===== src/rtl/truth_table_driver.sv =====
// truth_table_driver: sweeps every input vector of an N_IN-input gate in
// ascending order. After SETTLE cycles it samples the gate output and checks
// it against EXP_TABLE. It reports pass/fail, the mismatch count and the
// first failing vector.
module truth_table_driver #(
    parameter int                     N_IN      = 2,
    parameter int                     SETTLE    = 1,
    parameter logic [(1<<N_IN)-1:0]   EXP_TABLE = 4'b1000
) (
    input  logic              clk,
    input  logic              rst,
    input  logic              start,
    output logic [N_IN-1:0]   vec_out,
    input  logic              dut_y,
    output logic              busy,
    output logic              done,
    output logic              pass,
    output logic [N_IN:0]     err_count,
    output logic              fail_valid,
    output logic [N_IN-1:0]   fail_vec
);

    localparam logic [1:0] ST_IDLE   = 2'd0;
    localparam logic [1:0] ST_SETTLE = 2'd1;
    localparam logic [1:0] ST_SAMPLE = 2'd2;
    localparam logic [1:0] ST_DONE   = 2'd3;

    localparam logic [3:0]      CNT_LAST = 4'(SETTLE - 1);
    localparam logic [N_IN-1:0] VEC_LAST = '1;

    logic [1:0]      state_q, state_d;
    logic [N_IN-1:0] vec_q, vec_d;
    logic [3:0]      cnt_q, cnt_d;
    logic [N_IN:0]   err_q, err_d;
    logic            fail_valid_q, fail_valid_d;
    logic [N_IN-1:0] fail_vec_q, fail_vec_d;
    logic            pass_q, pass_d;
    logic            mismatch;

    // dut_y is a combinational function of vec_out, so it is compared as-is.
    assign mismatch = (dut_y != EXP_TABLE[vec_q]);

    // Next-state logic for the sweep sequencer and the result registers.
    always_comb begin
        // NOTE: every next-state signal defaults to its current value, so no
        // path through the case statement can infer a latch.
        state_d      = state_q;
        vec_d        = vec_q;
        cnt_d        = cnt_q;
        err_d        = err_q;
        fail_valid_d = fail_valid_q;
        fail_vec_d   = fail_vec_q;
        pass_d       = pass_q;

        case (state_q)
            ST_IDLE: begin
                if (start) begin
                    vec_d        = '0;
                    cnt_d        = '0;
                    err_d        = '0;
                    fail_valid_d = 1'b0;
                    fail_vec_d   = '0;
                    pass_d       = 1'b0;
                    state_d      = ST_SETTLE;
                end
            end
            ST_SETTLE: begin
                cnt_d = cnt_q + 4'd1;
                if (cnt_q == CNT_LAST) begin
                    state_d = ST_SAMPLE;
                end
            end
            ST_SAMPLE: begin
                if (mismatch) begin
                    err_d = err_q + (N_IN+1)'(1);
                    // Only the first failing vector is kept.
                    if (!fail_valid_q) begin
                        fail_vec_d   = vec_q;
                        fail_valid_d = 1'b1;
                    end
                end
                if (vec_q == VEC_LAST) begin
                    state_d = ST_DONE;
                end else begin
                    vec_d   = vec_q + N_IN'(1);
                    cnt_d   = '0;
                    state_d = ST_SETTLE;
                end
            end
            ST_DONE: begin
                pass_d  = (err_q == '0);
                state_d = ST_IDLE;
            end
            default: state_d = ST_IDLE;
        endcase
    end

    // State and result registers with synchronous reset.
    always_ff @(posedge clk) begin
        // NOTE: sequential state uses non-blocking assignments, so every
        // register samples the pre-edge values.
        if (rst) begin
            state_q      <= ST_IDLE;
            vec_q        <= '0;
            cnt_q        <= '0;
            err_q        <= '0;
            fail_valid_q <= 1'b0;
            fail_vec_q   <= '0;
            pass_q       <= 1'b0;
        end else begin
            state_q      <= state_d;
            vec_q        <= vec_d;
            cnt_q        <= cnt_d;
            err_q        <= err_d;
            fail_valid_q <= fail_valid_d;
            fail_vec_q   <= fail_vec_d;
            pass_q       <= pass_d;
        end
    end

    assign vec_out    = vec_q;
    assign busy       = (state_q == ST_SETTLE) || (state_q == ST_SAMPLE);
    assign done       = (state_q == ST_DONE);
    assign pass       = pass_q;
    assign err_count  = err_q;
    assign fail_valid = fail_valid_q;
    assign fail_vec   = fail_vec_q;

endmodule


===== config.mk =====
export PLATFORM = sky130hd
export DESIGN_NAME = truth_table_driver
export DESIGN_NICKNAME = d
export VERILOG_FILES = /design/src/rtl/truth_table_driver.sv
export SDC_FILE = /design/constraint.sdc
export NUM_CORES = 1
export LEC_CHECK = 0
export BUFFER_PORTS_ARGS = -buffer_cell sky130_fd_sc_hd__buf_2
export CORE_MARGIN = 3
export CORE_UTILIZATION = 58
export CTS_BUF_LIST = sky130_fd_sc_hd__clkbuf_8
export CTS_CLUSTER_SIZE = 14
export DETAILED_ROUTE_END_ITERATION = 12
export PLACE_DENSITY = 0.81
export SLEW_MARGIN = 10
export SYNTH_ARGS = -nofsm -noshare
export SYNTH_HDL_FRONTEND = slang
export SYNTH_SLANG_ARGS = --single-unit

===== constraint.sdc =====
create_clock -name clk -period 4.7 [get_ports clk]
set_input_delay 0.94 -clock clk [delete_from_list [all_inputs] [get_ports clk]]
set_output_delay 0.94 -clock clk [all_outputs]
set_load 0.03 [all_outputs]

==> results.md, run 1 <==
* Status: finished clean
* Bufs on Longest Clock Path at 2
* Clock slew seen by the registers of the worst setup and hold paths at 0.06 ns
* # hold bufs at CTS at 0
* Vias in the first global route at 744
* CP Buf/Inv Count at 2
* Resized cells post-CTS at 0
* Mapped Avg Cell Area at 9.07 um^2
* Crit-path cells: inv_1 > ha_1 > buf_2
* Drt first pass iters at 4
* Synth area leaders: dfxtp_1, ha_1, mux2i_1, nand2b_1, nand3b_1
* Setup CP Type: reg2out
* Total CTS buffers at 3
* CTS HTree Levels at 1
* Ant diodes at 0
* Routed via count at 789
* DRT iter0 DRCs at 13
* CP delay by family, top: flip-flops
* Origin of the critical flop-to-flop path: state_q[0]$_SDFFE_PP0P_
* Peak VDD IR at 0.212 mV
* Die Area at 2150 um^2
* Gr ovfl total at 0
* Initial Util at 0.667
* Top-area cell type share of the netlist area at 0.318
* Slew @ Worst Pin at 0.499 ns
* Die height at 46.3 um
* Finished Core Util at 0.742
* Post-synth cell types at 33
* Row cnt at 13
* Wirelength, routed at 1.91 mm
* Gate Count Post-Synth at 104
* Fin. Hold Viols at 0
* RSZ-0062 raised after global routing: false
* Yosys warning total at 0
* Syn_nets at 118
* Startpoint types: flip-flop
* Pins Over Slew Limit at 0
* Seq/Total Area, Yosys at 0.318
* Number of flops mapped to enable cells by yosys at 0
* Max cap viols at 0
* Post-route ant nets at 0
* Design area at 1050 um^2
* Final Setup Violations at 0
* Post-CTS setup buffer count at 0
* Min-delay src: fail_vec[0]$_SDFFE_PP0P_
* P&R area growth vs syn at 11.3%
* Share of layout cells above drive strength 1 at 0.172
* CTS tree: built
* Slowest CP cell: dfxtp_1
* Final Wtd Congestion at 0.884
* Ys flop type: dfxtp_1
* CP max stage delay at 0.42 ns
* Worst Path Required at 3.76 ns
* Root buffer cell: clkbuf_8
* Post-route DRC at 0
* Initial antenna violation count at 0
* Origin of the worst setup path: state_q[1]$_SDFFE_PP0P_
* Nets at 131
* Clk_lat worst skew at 0.25 ns
* Crit path time final at 2.19 ns
* Synth area leader: dfxtp_1
* Crit. End Element: output pin
* P_leak at 0.449 nW
* Routed len/inst at 14.6 um
* Cell count after placement at 127
* Vias per std cell at 6.02
* Relative slew slack at 0.667
* Core area at 1420 um^2
* #FFs+latches synth at 15
* Synthesized area at 943 um^2
* Hold Path Class: reg2reg
* Fraction of registers with async set/reset at 0
* Final period utilization at 0.466
* Most frequent cell after synthesis: dfxtp_1
* CP max FO at 5
* Post-Layout Cell Count at 131
* DP Area at 1000 um^2
* DPL Wire Length at 1.39 mm
* Total Neg Setup Slack at 0 ns
* Gr usage total at 0.222
* Final Hold Slack at 0.475 ns
* I/O Pins at 15
* First-pass GRT wire length at 3.34 mm
* Critical Path AT at 1.25 ns
* Peak Freq at 457 MHz
* Clock skew at 0.00605 ns
* Pwr dens at 376 nW/um^2
* I/O Buffers at 14
* Die width at 46.3 um
* Synth cell count leaders: dfxtp_1, inv_1, ha_1
* Largest net degree at the start of global routing at 25
* Sink Count at 15
-- metal layers --
layer / routed length, um / vias up / track usage
met5: 0 / - / 0
met2: 866 / 20 / 0.343
li1: - / 396 / -
met4: 31 / 0 / 0.114
met1: 921 / 368 / 0.279
met3: 91 / 5 / 0.0586
-- path summary, 6_finish.rpt --
kind	end	slack, ns	cells past startpoint
hold reg to reg	fail_vec[0]$_SDFFE_PP0P_	0.48	2
hold / removal	fail_vec[0]$_SDFFE_PP0P_	0.48	2
setup / recovery	busy	2.51	3
setup reg to reg	state_q[1]$_SDFFE_PP0P_	2.98	5
-- sequential cells by signal (all words and copies together), names as in the netlist --
| name | cells |
|---|---|
| cnt_q | 4 |
| err_count | 3 |
| fail_valid | 1 |
| fail_vec | 2 |
| pass | 1 |
| state_q | 2 |
| vec_out | 2 |
-- cells in the final DEF (no fill, tap or decap), drive strengths merged --
cell     count
nor4b        1
nand2        1
buf         14
nor2b        2
o21ai        5
nand4b       1
a21oi        6
o2bb2ai      1
o32ai        2
nor2         2
xnor2        1
o41ai        1
or3b         1
nand4        2
o311ai       1
nand2b       8
mux2i        7
clkbuf       3
a221oi       3
a211oi       3
o31a         1
or3          2
a21o         2
nand3b       6
and2         1
dfxtp       15
ha          10
inv         12
nand3        2
-- kinds of logic after synthesis --
logic type,after synthesis,synth area share
simple gates,29,0.200
compound gates,25,0.192
buf+inv,17,0.0729
flops,15,0.318
fa+ha+maj,10,0.133
mux,7,0.0743
xor+xnor,1,0.00929
-- report_power, final --
group	switching, mW	leakage, nW	internal (mW)	total (mW)
combinational	0.0903	0.301	0.0557	0.146
clock	0.0447	0.0269	0.0578	0.103
sequential	0.00953	0.121	0.137	0.146
-- area by class of cell --
class,instances,area (um^2)
Clock inverter,1,3.75
Tap cell,15,18.8
Timing Repair Buffer,14,70.1
Clock buffer,3,41.3
Fill cell,109,365
Inverter,11,41.3
Multi-Input combinational cell,72,574
Sequential cell,15,300
-- worst reg2reg max path, cell delays in order (launching register included) --
cell and delay (ns):
dfxtp_1 0.33, inv_1 0.15, ha_1 0.32, nor2b_1 0.47, a221oi_1 0.11, o32ai_1 0.25
-- metrics by stage --
stage	setup WS, ns	power, mW
after floorplan	2.89	0.265
after CTS	2.51	0.397
after global routing	2.47	0.419
final	2.51	0.395
after detailed placement	2.79	0.294
after global placement	2.83	0.289
No activity file was read; power rests on OpenSTA's default activity.
==> inputs of run 2 (changes only) <==
--- a/config.mk
+++ b/config.mk
@@ -7,11 +7,11 @@
 export LEC_CHECK = 0
 export BUFFER_PORTS_ARGS = -buffer_cell sky130_fd_sc_hd__buf_2
 export CORE_MARGIN = 3
-export CORE_UTILIZATION = 58
+export CORE_UTILIZATION = 52
 export CTS_BUF_LIST = sky130_fd_sc_hd__clkbuf_8
 export CTS_CLUSTER_SIZE = 14
 export DETAILED_ROUTE_END_ITERATION = 12
-export PLACE_DENSITY = 0.81
+export PLACE_DENSITY = 0.77
 export SLEW_MARGIN = 10
 export SYNTH_ARGS = -nofsm -noshare
 export SYNTH_HDL_FRONTEND = slang
==> constraint.sdc (replaced) <==
create_clock -name clk -period 2 [get_ports clk]
set_input_delay 0.4 -clock clk [delete_from_list [all_inputs] [get_ports clk]]
set_output_delay 0.4 -clock clk [all_outputs]
set_load 0.03 [all_outputs]
==> run 2 against run 1 <==
Against the previous run:
- clock power increased by 140%
- via count decreased by 0.63%
- sequential cell count unchanged
- die area increased by 10%
- setup slack got worse by 2.3 ns
- global-route usage decreased by 4.9 points
- first-iteration DRC count increased by 77%
- register-to-register slack got worse by 2.7 ns
- clock skew increased by 0.0022 ns
- critical path depth increased by 2
- largest cell class unchanged
- highest routed layer unchanged
==> results.md, run 2 (same netlist as run 1, synthesis figures left out) <==
* Status: finished clean
* # hold bufs at CTS at 0
* Post-route ant nets at 0
* Largest register FFs at 4
* Total CTS buffers at 3
* Sink Count at 15
* Routed via count at 784
* CP Buf/Inv Count at 1
* Pins Over Slew Limit at 0
* Clk_lat worst skew at 0.25 ns
* Slew @ Worst Pin at 0.550 ns
* Initial Util at 0.585
* Reg with most FFs: cnt_q
* CP max stage delay at 0.51 ns
* Wirelength, routed at 1.92 mm
* Setup WS pre-CTS at 0.319 ns
* Drt first pass iters at 4
* Root buffer cell: clkbuf_8
* Clock skew at 0.00826 ns
* Gr usage total at 0.173
* Critical Path AT at 1.90 ns
* Final Wtd Congestion at 0.763
* Core area at 1610 um^2
* Final Setup Violations at 0
* Power Total at 928 uW
* Pwr dens at 874 nW/um^2
* Vias per std cell at 5.60
* Peak Freq at 574 MHz
* Row cnt at 14
* Die width at 48.6 um
* Die height at 48.6 um
* Gr ovfl total at 0
* Largest net degree at the start of global routing at 25
* Finished Core Util at 0.658
* Post-CTS setup buffer count at 0
* CTS HTree Levels at 1
* P&R area growth vs syn at 12.5%
* Slowest CP cell: nor2b_1
* Crit path time final at 1.74 ns
* Worst Path Required at 2.16 ns
* CP delay by family, top: simple AND/OR/NAND/NOR gates
* Vias in the first global route at 689
* Bufs on Longest Clock Path at 2
* I/O Pins at 15
* Most frequent cells in the layout: dfxtp_1, buf_2, inv_1, ha_1, nand2b_1
* Resized cells post-CTS at 0
* Fin. Hold Viols at 0
* Nets at 131
* Die Area at 2360 um^2
* Layout fillers at 154
* Ant diodes at 0
* Share of layout cells above drive strength 1 at 0.172
* Relative slew slack at 0.633
* Setup ws final at 0.259 ns
* Initial antenna violation count at 0
* Crit-path cells: inv_1 > ha_1 > nor2b_1 > a221oi_1 > o32ai_1
* DRT iter0 DRCs at 23
* RSZ-0062 raised after global routing: false
* Clock slew seen by the registers of the worst setup and hold paths at 0.07 ns
* Final Hold Slack at 0.475 ns
* P_leak at 0.449 nW
* Most common cell after layout, fill and taps aside: dfxtp_1
* CTS tree: built
* First-pass GRT wire length at 3.21 mm
* Routed len/inst at 13.7 um
* Final period utilization at 0.871
* I/O Buffers at 14
* Setup CP Type: reg2reg
* Max cap viols at 0
* DPL Wire Length at 1.32 mm
* Peak VDD IR at 0.415 mV
* Crit. End Element: flip-flop
* Total Neg Setup Slack at 0 ns
* Post-route DRC at 0
* CP max FO at 8
* Startpoint types: flip-flop
* Hold Path Class: reg2reg
## run 2: cell counts in the layout (fill, tap and decap cells not counted)
Identical to the previous run, type by type.
## run 2: per-stage QoR
| stage | std cells | area [um^2] |
|---|---|---|
| floorplan | 104 | 943 |
| global placement | 136 | 1020 |
| detailed placement | 136 | 1020 |
| CTS | 140 | 1060 |
| global route | 140 | 1060 |
| finish | 140 | 1060 |
## run 2: final timing paths
kind                                          startpoint                  endpoint  slack (ns)  cells after the start
worst min register to register  fail_vec[0]$_SDFFE_PP0P_  fail_vec[0]$_SDFFE_PP0P_        0.48                      2
worst max register to register   state_q[0]$_SDFFE_PP0P_   state_q[1]$_SDFFE_PP0P_        0.26                      5
worst min-delay path            fail_vec[0]$_SDFFE_PP0P_  fail_vec[0]$_SDFFE_PP0P_        0.48                      2
worst max-delay path             state_q[0]$_SDFFE_PP0P_   state_q[1]$_SDFFE_PP0P_        0.26                      5
## run 2: per-layer routing
metal / track usage / vias to the layer above / part of all wire
li1: - / 394 / -
met1: 0.232 / 368 / 0.50
met2: 0.266 / 17 / 0.44
met3: 0.0399 / 5 / 0.038
met4: 0.0711 / 0 / 0.016
met5: 0 / - / 0
## run 2: area by class of cell
class | instances | area [um^2] | area share
inverter | 11 | 41.3 | 0.0389
clock buffer | 3 | 41.3 | 0.0389
clock inverter | 1 | 3.75 | 0.00354
timing repair buffer | 14 | 70.1 | 0.0660
sequential | 15 | 300 | 0.283
multi-input combinational | 72 | 574 | 0.541
tap | 24 | 30.0 | 0.0283
## run 2: worst reg2reg max path, stage by stage, from the launching register on
cell      delay, ns
dfxtp_1        0.33
inv_1          0.14
ha_1           0.32
nor2b_1        0.51
a221oi_1       0.12
o32ai_1        0.23
## run 2: where the power goes
| part | switching, mW | leakage [nW] | internal, mW |
|---|---|---|---|
| Combinational | 0.210 | 0.301 | 0.131 |
| Sequential | 0.0223 | 0.121 | 0.321 |
| Clock | 0.107 | 0.0269 | 0.136 |
| Total | 0.340 | 0.449 | 0.588 |
